### src/rtl/cpu_pkg.sv
// Shared CPU definitions: datapath widths and fetch-stage FSM encoding.
package cpu_pkg;

    localparam int unsigned AddrWidth = 32;
    localparam int unsigned InstWidth = 32;

    function automatic int unsigned pc_step(input int unsigned inst_width);
        return inst_width / 8;
    endfunction

    localparam int unsigned PcStep = pc_step(InstWidth);

    typedef enum logic [1:0] {
        FETCH_BOOT,
        FETCH_RUN,
        FETCH_FLUSH
    } FetchState_t;

endpackage

### src/rtl/fetch_buf.sv
// Synchronous FIFO between the ICache response path and decode; flush wins over push.
module fetch_buf #(
    parameter int unsigned DATA  = 64,
    parameter int unsigned DEPTH = 4
) (
    input  logic                     clk,
    input  logic                     reset_,
    input  logic                     push_i,
    input  logic                     pop_i,
    input  logic                     flush_i,
    input  logic [DATA-1:0]          wdata_i,
    output logic [DATA-1:0]          rdata_o,
    output logic                     full_o,
    output logic                     empty_o,
    output logic [$clog2(DEPTH):0]   count_o
);

    localparam int unsigned AW = $clog2(DEPTH);
    localparam int unsigned CW = AW + 1;

    logic [DATA-1:0] mem_q [DEPTH];
    logic [AW-1:0]   wr_ptr_q, rd_ptr_q;
    logic [CW-1:0]   count_q;

    always_ff @(posedge clk) begin
        if (!reset_) begin
            wr_ptr_q <= '0;
            rd_ptr_q <= '0;
            count_q  <= '0;
        end else if (flush_i) begin
            wr_ptr_q <= '0;
            rd_ptr_q <= '0;
            count_q  <= '0;
        end else begin
            if (push_i) wr_ptr_q <= wr_ptr_q + AW'(1);
            if (pop_i)  rd_ptr_q <= rd_ptr_q + AW'(1);
            count_q <= count_q + CW'(push_i) - CW'(pop_i);
        end
    end

    // Storage needs no reset: the pointers alone define which entries are valid.
    always_ff @(posedge clk) begin
        if (push_i && !flush_i) mem_q[wr_ptr_q] <= wdata_i;
    end

    assign rdata_o = mem_q[rd_ptr_q];
    assign full_o  = (count_q == CW'(DEPTH));
    assign empty_o = (count_q == '0);
    assign count_o = count_q;

endmodule

### src/rtl/fetch_ctrl.sv
// Fetch-stage controller: owns the PC, issues in-order ICache requests under a credit
// limit, buffers responses for decode and discards wrong-path work on redirects.
module fetch_ctrl
    import cpu_pkg::*;
#(
    parameter int unsigned     ADDR      = AddrWidth,
    parameter int unsigned     INST      = InstWidth,
    parameter logic [ADDR-1:0] RESET_PC  = '0,
    parameter int unsigned     BUF_DEPTH = 4
) (
    input  logic            clk,
    input  logic            reset_,
    output logic            fetch_e_,
    output logic [ADDR-1:0] fetch_pc,
    input  logic            ic_e_,
    input  logic [ADDR-1:0] ic_pc,
    input  logic [INST-1:0] ic_inst,
    output logic            inst_e_,
    output logic [ADDR-1:0] inst_pc,
    output logic [INST-1:0] inst,
    input  logic            dec_stall,
    input  logic            dec_jump_,
    input  logic            dec_branch_,
    input  logic [ADDR-1:0] dec_target
);

    localparam int unsigned     CW    = $clog2(BUF_DEPTH) + 1;
    localparam int unsigned     DW    = ADDR + INST;
    localparam logic [ADDR-1:0] PcInc = ADDR'(pc_step(INST));

    FetchState_t     state_q, state_d;
    logic [ADDR-1:0] pc_q, pc_d;
    logic [CW-1:0]   outstanding_q, outstanding_d;
    logic [CW-1:0]   stale_q, stale_d;

    logic [CW-1:0]   fifo_count;
    logic            fifo_full, fifo_empty;
    logic [DW-1:0]   fifo_rdata;

    logic            redirect, resp, resp_stale, issue, push, pop, inst_vld;
    logic [CW:0]     budget;

    always_comb begin
        redirect   = (!dec_jump_ || !dec_branch_) && (state_q != FETCH_BOOT);
        resp       = !ic_e_;
        resp_stale = resp && (stale_q != '0);
        // Every unanswered request, live or stale, reserves a FIFO slot.
        budget     = {1'b0, stale_q} + {1'b0, outstanding_q} + {1'b0, fifo_count};
        issue      = (state_q == FETCH_RUN) && !redirect && (budget < (CW + 1)'(BUF_DEPTH));
        push       = resp && !resp_stale && !redirect;
        inst_vld   = !fifo_empty && (state_q != FETCH_FLUSH);
        pop        = inst_vld && !dec_stall && !redirect;
    end

    always_comb begin
        state_d       = state_q;
        pc_d          = pc_q;
        outstanding_d = outstanding_q;
        stale_d       = stale_q;

        unique case (state_q)
            FETCH_BOOT:  state_d = FETCH_RUN;
            FETCH_RUN:   if (redirect) state_d = FETCH_FLUSH;
            FETCH_FLUSH: state_d = redirect ? FETCH_FLUSH : FETCH_RUN;
            default:     state_d = FETCH_BOOT;
        endcase

        if (redirect) begin
            pc_d          = dec_target;
            outstanding_d = '0;
            // Any response this cycle retires one request, whichever path it was on.
            stale_d       = stale_q + outstanding_q - CW'(resp);
        end else begin
            if (issue) pc_d = pc_q + PcInc;
            outstanding_d = outstanding_q + CW'(issue) - CW'(push);
            stale_d       = stale_q - CW'(resp_stale);
        end
    end

    always_ff @(posedge clk) begin
        if (!reset_) begin
            state_q       <= FETCH_BOOT;
            pc_q          <= RESET_PC;
            outstanding_q <= '0;
            stale_q       <= '0;
        end else begin
            state_q       <= state_d;
            pc_q          <= pc_d;
            outstanding_q <= outstanding_d;
            stale_q       <= stale_d;
        end
    end

    fetch_buf #(
        .DATA  (DW),
        .DEPTH (BUF_DEPTH)
    ) u_buf (
        .clk     (clk),
        .reset_  (reset_),
        .push_i  (push),
        .pop_i   (pop),
        .flush_i (redirect),
        .wdata_i ({ic_pc, ic_inst}),
        .rdata_o (fifo_rdata),
        .full_o  (fifo_full),
        .empty_o (fifo_empty),
        .count_o (fifo_count)
    );

    assign fetch_e_ = !issue;
    assign fetch_pc = pc_q;
    assign inst_e_  = !inst_vld;
    assign {inst_pc, inst} = inst_vld ? fifo_rdata : '0;

    no_push_when_full: assert property (@(posedge clk) disable iff (!reset_)
        !(push && fifo_full && !pop));

endmodule

### config.mk
export PLATFORM = sky130hd
export DESIGN_NAME = fetch_ctrl
export DESIGN_NICKNAME = d
export VERILOG_FILES = /design/src/rtl/cpu_pkg.sv /design/src/rtl/fetch_buf.sv /design/src/rtl/fetch_ctrl.sv
export SDC_FILE = /design/constraint.sdc
export NUM_CORES = 1
export LEC_CHECK = 0
export CAP_MARGIN = 20
export CORE_MARGIN = 2
export CORE_UTILIZATION = 54
export DETAILED_ROUTE_END_ITERATION = 6
export PLACE_DENSITY = 0.91
export SETUP_SLACK_MARGIN = 0.15
export SLEW_MARGIN = 25
export SYNTH_ARGS = -nofsm -noshare
export SYNTH_HDL_FRONTEND = slang
export SYNTH_SLANG_ARGS = --single-unit
### constraint.sdc
create_clock -name clk -period 4.6 [get_ports clk]
set_input_delay 0.46 -clock clk [delete_from_list [all_inputs] [get_ports clk]]
set_output_delay 0.46 -clock clk [all_outputs]
set_load 0.05 [all_outputs]
; Word-level counts from Yosys, hierarchy flattened
; Memories as Yosys holds them, arrays and structs flattened. A register that Yosys moved wholly into a read port is not among the register bits.
; Cells that the tools add are included.
[totals]
regBits = 47
latchBits = 0
mem_bits_rw = 256
mem_bits_ro = 0
inputBits = 102
output_inout_bits = 98
elab_cells = 63
memories = 1
[op_classes]
addsub = 12
n_mul = 0
div_mod_pow = 0
n_lt_le_gt_ge = 1
eq_ne = 4
shift = 0
muxes = 11
bitwise_logic = 1
reduce_logical = 26
[memory_table]
columns = memory, depth, width, read_ports, rd_ports_with_merged_regs, write_ports, line
row1 = u_buf.mem_q, 4, 64, 1, 1, 1, fetch_buf.sv:21  ; logic [DATA-1:0] mem_q [DEPTH];
[op_table]
columns = op, n
row1 = 32-bit two-way mux, 2
row2 = 64-bit two-way mux, 1
row3 = 32-bit by 3-bit adder with 32-bit output (second input constant), 1
row4 = 3-bit by 1-bit subtractor with 3-bit output, 4
row5 = 1-bit logical AND, 10
row6 = 1-bit logical NOT, 9
row7 = 2-bit two-way mux, 4
row8 = 3-bit by 1-bit adder with 3-bit output, 2
row9 = 2-bit one-hot mux with 3 select lines, 1
row10 = 2-bit by 1-bit adder with 2-bit output (second input constant), 2
row11 = 3-bit by 3-bit adder with 4-bit output, 1
row12 = 4-bit by 3-bit adder with 4-bit output, 1
row13 = 4-bit by 3-bit less-than comparator with 1-bit output (second input constant), 1
row14 = 2-bit inequality test (second input constant), 2
row15 = 2-bit nonzero test, 2
row16 = 3-bit adder, 1
row17 = 3-bit logical NOT, 1
row18 = 3-bit two-way mux, 1
row19 = 3-bit nonzero test, 1
row20 = 2-bit by 1-bit equality test with 1-bit output (second input constant), 1
row21 = 2-bit equality test (second input constant), 1
row22 = 2-bit logical NOT, 1
row23 = 1-bit two-way mux, 2
row24 = 2-bit OR reduction, 1
row25 = 2 further kinds, 2

; Depth between registers and ports, before layout
; Gate-level depths: netlist of the first run.
[logic_depth]
ltp_word = 8
ltp_mapped = 15
mapped_depth_nobuf = 15

; By module
; A second synthesis of the first run with hierarchy kept.
[hier_totals]
cells_unflattened = 757
area_unflattened_um2 = 12663.4
[by_module_without_submodules]
columns = module, n_inst, cells_each, area_per_inst_um2, seq_area_each_um2
row1 = fetch_buf, 1, 381, 9768.1, 7867.5
row2 = fetch_ctrl, 1, 376, 2895.3, 800.8

; Worst setup path before layout of the first run
; No wires, ideal clock.
[synth_timing]
path_type = flip-flop to flip-flop
startpoint = register outstanding_q[1]
endpoint = register outstanding_q[2]
setup_ns = 0.123
t_arrival_ns = 3.791
required_time_ns = 4.477
path_slack_ns = 0.687
path_stages_with_launch = 16
path_buffers = 0
synth_period_minus_slack_ns = 3.913
path_cell_list = dfxtp_1 inv_1 fa_1 or2_2 fa_1 nand3b_4 nor2_1 nand2_1 ha_1 inv_1 ha_1 inv_1 fa_1 xnor2_1 xnor2_1 nor2_1
[synth_between]
elab_chain_cells = 6
[synth_lines]
columns = item, line
row1 = from (decl), fetch_ctrl.sv:33  ; logic [CW-1:0] outstanding_q, outstanding_d;
row2 = from (signal assigned), fetch_ctrl.sv:89  ; outstanding_q <= outstanding_d;
row3 = 3-bit by 3-bit adder with 4-bit output, fetch_ctrl.sv:48  ; budget = {1'b0, stale_q} + {1'b0, outstanding_q} + {1'b0, fifo_count};
row4 = 4-bit by 3-bit adder with 4-bit output, fetch_ctrl.sv:48
row5 = 4-bit by 3-bit less-than comparator with 1-bit output, fetch_ctrl.sv:49  ; issue = (state_q == FETCH_RUN) && !redirect && (budget < (CW + 1)'(BUF_DEPTH));
row6 = 1-bit logical AND, fetch_ctrl.sv:49
row7 = 3-bit by 1-bit adder with 3-bit output *, fetch_ctrl.sv:75  ; outstanding_d = outstanding_q + CW'(issue) - CW'(push);
row8 = 3-bit by 1-bit subtractor with 3-bit output *, fetch_ctrl.sv:75
; Mark *: on every way between the ends. The rest lies on a longest branch, timed or not.
; A chain may end at the register's enable or synchronous reset.

; Worst setup path after layout of the first run
[layout_timing]
startpoint = register u_buf.count_q[1] (netlist: u_buf.count_o[1])
endpoint = output port fetch_e_
[layout_between]
elab_chain_cells = 4
[layout_lines]
columns = item, line
row1 = from (decl), fetch_buf.sv:23  ; logic [CW-1:0] count_q;
row2 = from (signal assigned), fetch_buf.sv:37  ; count_q <= count_q + CW'(push_i) - CW'(pop_i);
row3 = 4-bit by 3-bit adder with 4-bit output, fetch_ctrl.sv:48
row4 = 4-bit by 3-bit less-than comparator with 1-bit output, fetch_ctrl.sv:49
row5 = 1-bit logical AND, fetch_ctrl.sv:49
row6 = 1-bit logical NOT, fetch_ctrl.sv:110  ; assign fetch_e_ = !issue;
row7 = to (decl), fetch_ctrl.sv:13  ; output logic fetch_e_,
; Every way passes these cells.

==> impl_results.md, run 1 <==
* Layout-stage area growth over the synthesis result at 26.93%
* RSZ-0062 raised after global routing: false
* Largest net degree at the start of global routing at 70
* Reg2reg setup slack at 0.72 ns
* Die Y at 155.7 um
* Crit start category: flop
* Gr usage total at 22.21%
* Row count at 55
* Final hold violations at 0
* CP peak stage delay at 0.44 ns
* Cell count of the worst hold path at 2
* Starting DRC count in detailed routing at 453
* Max FO, Critical Path at 5
* Gr ovfl total at 0
* Pwr Total at 8.503 mW
* Synth Cell Area at 0.01243 sq mm
* Clock Pin Slew Worst Setup and Hold Paths at 0.06 ns
* Status: finished clean
* Commonest non-fill, non-tap cell in the layout: edfxtp_1
* Total number of vias at 7116
* Setup violations, final at 0
* Top cell type by total area after synthesis: edfxtp_1
* Final nets at 1055
* Global placement routability congestion at 0.8521
* Syn. warnings at 0
* R2R depth at 15
* IO Count at 200
* Fin crit period at 3.917 ns
* CP most frequent cell: fa_1
* Crit path from: u_buf.count_o[1]
* Synth Net Count at 850
* First-pass GRT wire length at 41650 um
* H-Tree Depth at 1
* TritonCTS clock tree: done
* Worst setup margin at 0.6829 ns
* Vias per cell at 5.739
* Reg-to-Reg End: outstanding_q[2]
* Clk_lat worst skew at 0.57 ns
* Hold worst-path end: fetch_pc[1]
* Final hold slack at 0.4541 ns
* Root Driver: clkbuf_16
* Initial core utilization at 54.89%
* CTS resizes at 0
* Initial antenna violation count at 1
* LEAKAGE at 5.007 nW
* CTS hold repair buffers at 0
* TritonRoute pass-1 iters at 4
* Crit Path Class: flop to primary output
* DP Area at 0.01480 sq mm
* Dpl ws at 0.7994 ns
* Max-slew headroom at 36.35%
* Worst vdd ir at 0.5064 mV
* Crit-path cells: inv_1 -> fa_1 -> or2_2 -> fa_1 -> xnor2_1 -> nor2_1 -> nand2_1 -> dlymetal6s2s_1
* Ys async rst share at 0%
* Hold Crit Start: fetch_pc[1]
* DPL Wire Length at 16910 um
* Placed cells at 1184
* Port Buffers at 199
* Syn Area/Cell at 17.12 sq um
* TritonCTS buffer count at 30
* Layout cells sized above 1 at 14.36%
* CTS max path bufs at 3
* Seq/Total Area, Yosys at 69.75%
* Routed length per instance at 21.60 um
* Most frequent cells in the layout: edfxtp_1, clkdlybuf4s50_1, mux4_2, nor2b_1, dfxtp_1
* Worst EP arrival at 3.46 ns
* Clk_skew at 0.02287 ns
* PwrDens at 539.1 mW/mm^2
* Post-layout util at 69.67%
* Total of max-cap violations at 0
* Post-synth top area share at 61.86%
* WL final at 26790 um
* Library cells used by synthesis at 44
* Setup TNS at 0 ns
* Chip width at 155.7 um
* Max-slew violations at 0
* Buffers inserted by post-CTS timing repair at 0
* Worst r2r src: u_buf.count_o[1]
* Worst setup EP type: primary output
* WP data required at 4.14 ns
* Hold Path Class: flop to flop
* Post-route design area at 0.01577 sq mm
* CP bufs+invs at 2
* Number of global-route vias before repair at 7549
* Most used DFF post-synth: edfxtp_1
* Residual DRC count at 0
* CP max-delay cell: fa_1
* Period Utilization, post-route at 85.16%
* Non-Filler Instances at 1240
* Post-route ant nets at 0
* Synthesized flop and latch total at 305
* Overall die area at 0.02424 sq mm
* Worst slew pin tran at 0.9547 ns
* Post-synth EDFFs at 256
* Sink Count at 305
* Synth top area cells: edfxtp_1, mux4_2, dfxtp_1, nor2b_1, xnor2_1
* Top delay family on crit path: adder cells
* Peak Freq at 255.3 MHz
* Core Footprint at 0.02264 sq mm
* Cell count after synthesis at 726
==> power by group <==
group	leakage [nW]	internal (mW)	total, mW	switching, mW
Clock	0.478	1.37	2.36	0.996
Combinational	1.81	1.02	2.78	1.76
Sequential	2.72	3.22	3.36	0.142
Total	5.01	5.61	8.50	2.89
==> cell type report <==
type	count	area (sq um)
Sequential cell	305	8676
Inverter	19	71.32
Fill cell	1447	6867
Multi-Input combinational cell	366	3555
Clock inverter	13	138.9
Timing Repair Buffer	209	2148
Clock buffer	42	825.8
Antenna cell	1	2.502
Tap cell	285	356.6
==> per-layer routing <==
metal / GRT usage (%) / vias up / part of all wire (%)
met5: 0 / - / 0
met3: 3.750 / 54 / 5.1
li1: - / 3224 / -
met1: 28.64 / 3612 / 39
met4: 7.558 / 0 / 2.9
met2: 38.62 / 226 / 53
==> worst max path at each step <==
stage          depth (start not counted)          endpoint
5_1_grt                               15  outstanding_q[2]
3_5_place_dp                          15  outstanding_q[2]
4_1_cts                                8          fetch_e_
6_report                               8          fetch_e_
2_1_floorplan                         15  outstanding_q[2]
3_3_place_gp                          15  outstanding_q[2]
==> tightest hold or removal path, stage by stage, from the launching register on <==
cell and delay (ns):
dfxtp_1 0.31, nand2_1 0.05, a21oi_1 0.05
==> cell families after synthesis <==
| family | count (synthesis) | share of synthesized area, % |
|---|---|---|
| multiplexers | 66 | 11.76 |
| buffers and inverters | 55 | 1.963 |
| AND/OR/NAND/NOR | 176 | 8.367 |
| adder cells (fa/ha/maj) | 22 | 2.578 |
| flip-flops | 305 | 69.75 |
| XOR/XNOR | 39 | 2.749 |
| AO/OA/AOI/OAI | 63 | 2.829 |
==> flip-flops by register name (all words and copies together) (netlist names), named ones only <==
| register | count |
|---|---|
| u_buf.count_o | 3 |
| u_buf.mem_q | 256 |
| stale_q | 3 |
| u_buf.wr_ptr_q | 2 |
| outstanding_q | 3 |
| fetch_pc | 32 |
| u_buf.rd_ptr_q | 2 |
| state_q | 2 |
==> cells in the mapped netlist (7+ instances only) <==
| master | instances |
|---|---|
| o21ai_0 | 24 |
| nor2b_1 | 64 |
| nor2_1 | 20 |
| edfxtp_1 | 256 |
| nor4_1 | 13 |
| xor2_1 | 10 |
| xnor2_1 | 29 |
| buf_2 | 9 |
| nand4_1 | 9 |
| inv_1 | 19 |
| mux4_2 | 64 |
| clkbuf_1 | 23 |
| a21oi_1 | 26 |
| ha_1 | 16 |
| dfxtp_1 | 49 |
| nand3_1 | 16 |
| a211oi_1 | 7 |
| nand2_1 | 21 |
Note: power is estimated with default switching activity, not from simulation.
==> inputs of run 2 (changes only) <==
Settings changed: CTS_CLUSTER_SIZE set to 30.
Clock period 4.6 ns to 4.5 ns, I/O delays scaled along.
==> impl_results.md, run 2 (synthesis results as in run 1) <==
* P_sw at 2.930 mW (+1.3%)
* Sw Ratio at 33.80% (-0.22 points)
* Most frequent cells in the layout: edfxtp_1, clkdlybuf4s50_1, mux4_2, nor2b_1, dfxtp_1
* Starting DRC count in detailed routing at 496 (+9.5%)
* TritonCTS clock tree: done
* Status: finished clean
* Residual DRC count at 0 (unchanged)
* Peak Freq at 258.7 MHz
* Crit path from: u_buf.count_o[1]
* Post-route design area at 0.01574 sq mm (-0.19%)
* WL final at 26620 um (-0.63%)
* TritonRoute pass-1 iters at 4 (unchanged)
* Commonest non-fill, non-tap cell in the layout: edfxtp_1
* Port Buffers at 199 (unchanged)
* Final hold violations at 0 (unchanged)
* H-Tree Depth at 1 (unchanged)
* Layout cells sized above 1 at 14.51% (+0.15 points)
* Multi-input logic area at 0.003555 sq mm (unchanged)
* First-pass GRT wire length at 40770 um (-2.1%)
* RSZ-0062 raised after global routing: false
* Vias per cell at 5.735 (about the same)
* Row count at 55 (unchanged)
* Register area at 0.008676 sq mm (unchanged)
* Gr ovfl total at 0 (unchanged)
* Fin crit period at 3.866 ns
* Crit start category: flop
* DPL Wire Length at 16720 um (-1.1%)
* Clk_lat worst skew at 0.54 ns (-0.03 ns)
* IO Count at 200 (unchanged)
* WP data required at 4.05 ns (-0.09 ns)
* Final nets at 1058 (+0.28%)
* Combinational Power Share at 32.7% (about the same)
* Top delay family on crit path: adder cells
* Clk_skew at 0.01112 ns (-0.01175 ns)
* Overall die area at 0.02424 sq mm (unchanged)
* TritonCTS buffer count at 30 (unchanged)
* LEAKAGE at 5.000 nW (-0.13%)
* Total of max-cap violations at 0 (unchanged)
* Initial core utilization at 54.89% (unchanged)
* Largest register FFs at 256 (unchanged)
* Initial antenna violation count at 1 (unchanged)
* Period Utilization, post-route at 85.91%
* Largest net degree at the start of global routing at 70 (unchanged)
* Crit Path Class: flop to primary output
* Clock power frac at 27.7% (about the same)
* Die Y at 155.7 um (unchanged)
* Worst EP arrival at 3.42 ns (-0.04 ns)
* Worst setup EP type: primary output
* Gr usage total at 21.85% (-0.37 points)
* Clock Pin Slew Worst Setup and Hold Paths at 0.06 ns (about the same)
* Layout-stage area growth over the synthesis result at 26.69%
* Setup TNS at 0 ns (unchanged)
* Setup violations, final at 0 (unchanged)
* Worst setup margin at 0.6341 ns (-0.04878 ns)
* Chip width at 155.7 um (unchanged)
* Worst slew pin tran at 0.9733 ns (+0.01864 ns)
* Sink Count at 305 (unchanged)
* PwrDens at 550.6 mW/mm^2 (+2.1%)
* CTS max path bufs at 3 (unchanged)
* Routed length per instance at 21.40 um (-0.95%)
* Post-layout util at 69.54% (-0.13 points)
* CP max-delay cell: fa_1
* Filler instances at 1446 (-0.069%)
* Max FO, Critical Path at 5 (unchanged)
* Dpl ws at 0.6697 ns (-0.1298 ns)
* Int Power at 5.739 mW (+2.3%)
* Hold Crit Start: fetch_pc[1]
* Number of global-route vias before repair at 7459 (-1.2%)
* Flop pwr share at 39.7% (+0.2 points)
* Max-slew headroom at 35.11% (-1.2 points)
* Worst vdd ir at 0.4809 mV (-5.0%)
* Core Footprint at 0.02264 sq mm (unchanged)
* DP Area at 0.01477 sq mm (-0.26%)
* Most flops, register: u_buf.mem_q
* Max-slew violations at 0 (unchanged)
* CP most frequent cell: fa_1
* Crit-path cells: inv_1 -> fa_1 -> or2_2 -> fa_1 -> xnor2_1 -> nor2_1 -> nand2_1 -> dlymetal6s2s_1
* Root Driver: clkbuf_16
* Global placement routability congestion at 0.8453 (-0.80%)
* Total number of vias at 7134 (+0.25%)
* Worst r2r src: u_buf.count_o[1]
* Hold Path Class: flop to flop
* CP peak stage delay at 0.44 ns (about the same)
* Post-route ant nets at 0 (unchanged)
* CP bufs+invs at 2 (unchanged)
==> run 2: changes by cell type in the layout (fill, tap and decap cells not counted), moves of 2 or more <==
cell	change
clkbuf_2	-2
buf_12	-4
clkinv_1	+2
buf_4	+7
clkinvlp_4	+2
clkbuf_4	-2
==> run 2: cell type report <==
cell class	instances	area share, %
antenna	1	0.01589
clock buffer	39	5.245
sequential	305	55.11
inverter	19	0.4530
clock inverter	17	0.8424
multi-input combinational	366	22.58
timing repair buffer	212	13.49
tap	285	2.265
==> run 2: worst paths after layout <==
kind	slack, ns	end	cells past startpoint
hold / removal	0.46	fetch_pc[1]	2
hold reg to reg	0.46	fetch_pc[1]	2
setup / recovery	0.63	fetch_e_	8
setup reg to reg	0.67	outstanding_q[2]	15
==> run 2: power by group through the flow <==
| stage | Sequential, mW | Combinational [mW] | Clock (mW) |
|---|---|---|---|
| 6_report | 3.44 | 2.83 | 2.40 |
| 5_1_grt | 3.46 | 2.99 | 2.55 |
| 4_1_cts | 3.44 | 2.84 | 2.44 |
| 3_5_place_dp | 3.49 | 2.82 | 0 |
| 3_3_place_gp | 3.48 | 2.77 | 0 |
| 2_1_floorplan | 3.57 | 1.77 | 0 |
==> run 2: tightest hold or removal path, stage by stage (launching register included) <==
cell and delay [ns]:
dfxtp_1 0.31, nand2_1 0.05, a21oi_1 0.05
==> run 2: through the flow <==
stage | hold slack [ns] | power, mW | cells
after floorplan | 0.4777 | 5.342 | 726
after global placement | 0.4426 | 6.253 | 1186
after detailed placement | 0.4471 | 6.314 | 1186
after CTS | 0.4417 | 8.726 | 1242
after global routing | 0.4926 | 8.999 | 1243
final | 0.4559 | 8.669 | 1244
==> run 2: repair_timing <==
| item | in CTS | in global routing |
|---|---|---|
| setup endpoints to repair | 0 | 1 |
| setup buffers | 0 | 0 |
| resized for setup | 0 | 1 |
| hold buffers | 0 | 0 |
==> run 2: per-layer routing <==
metal,wire (um),global-route usage [%],vias to the layer above
met5,0,0,-
met4,902,7.820,0
met3,1604,3.444,57
met2,13570,37.32,293
met1,10540,28.78,3560
li1,-,-,3224
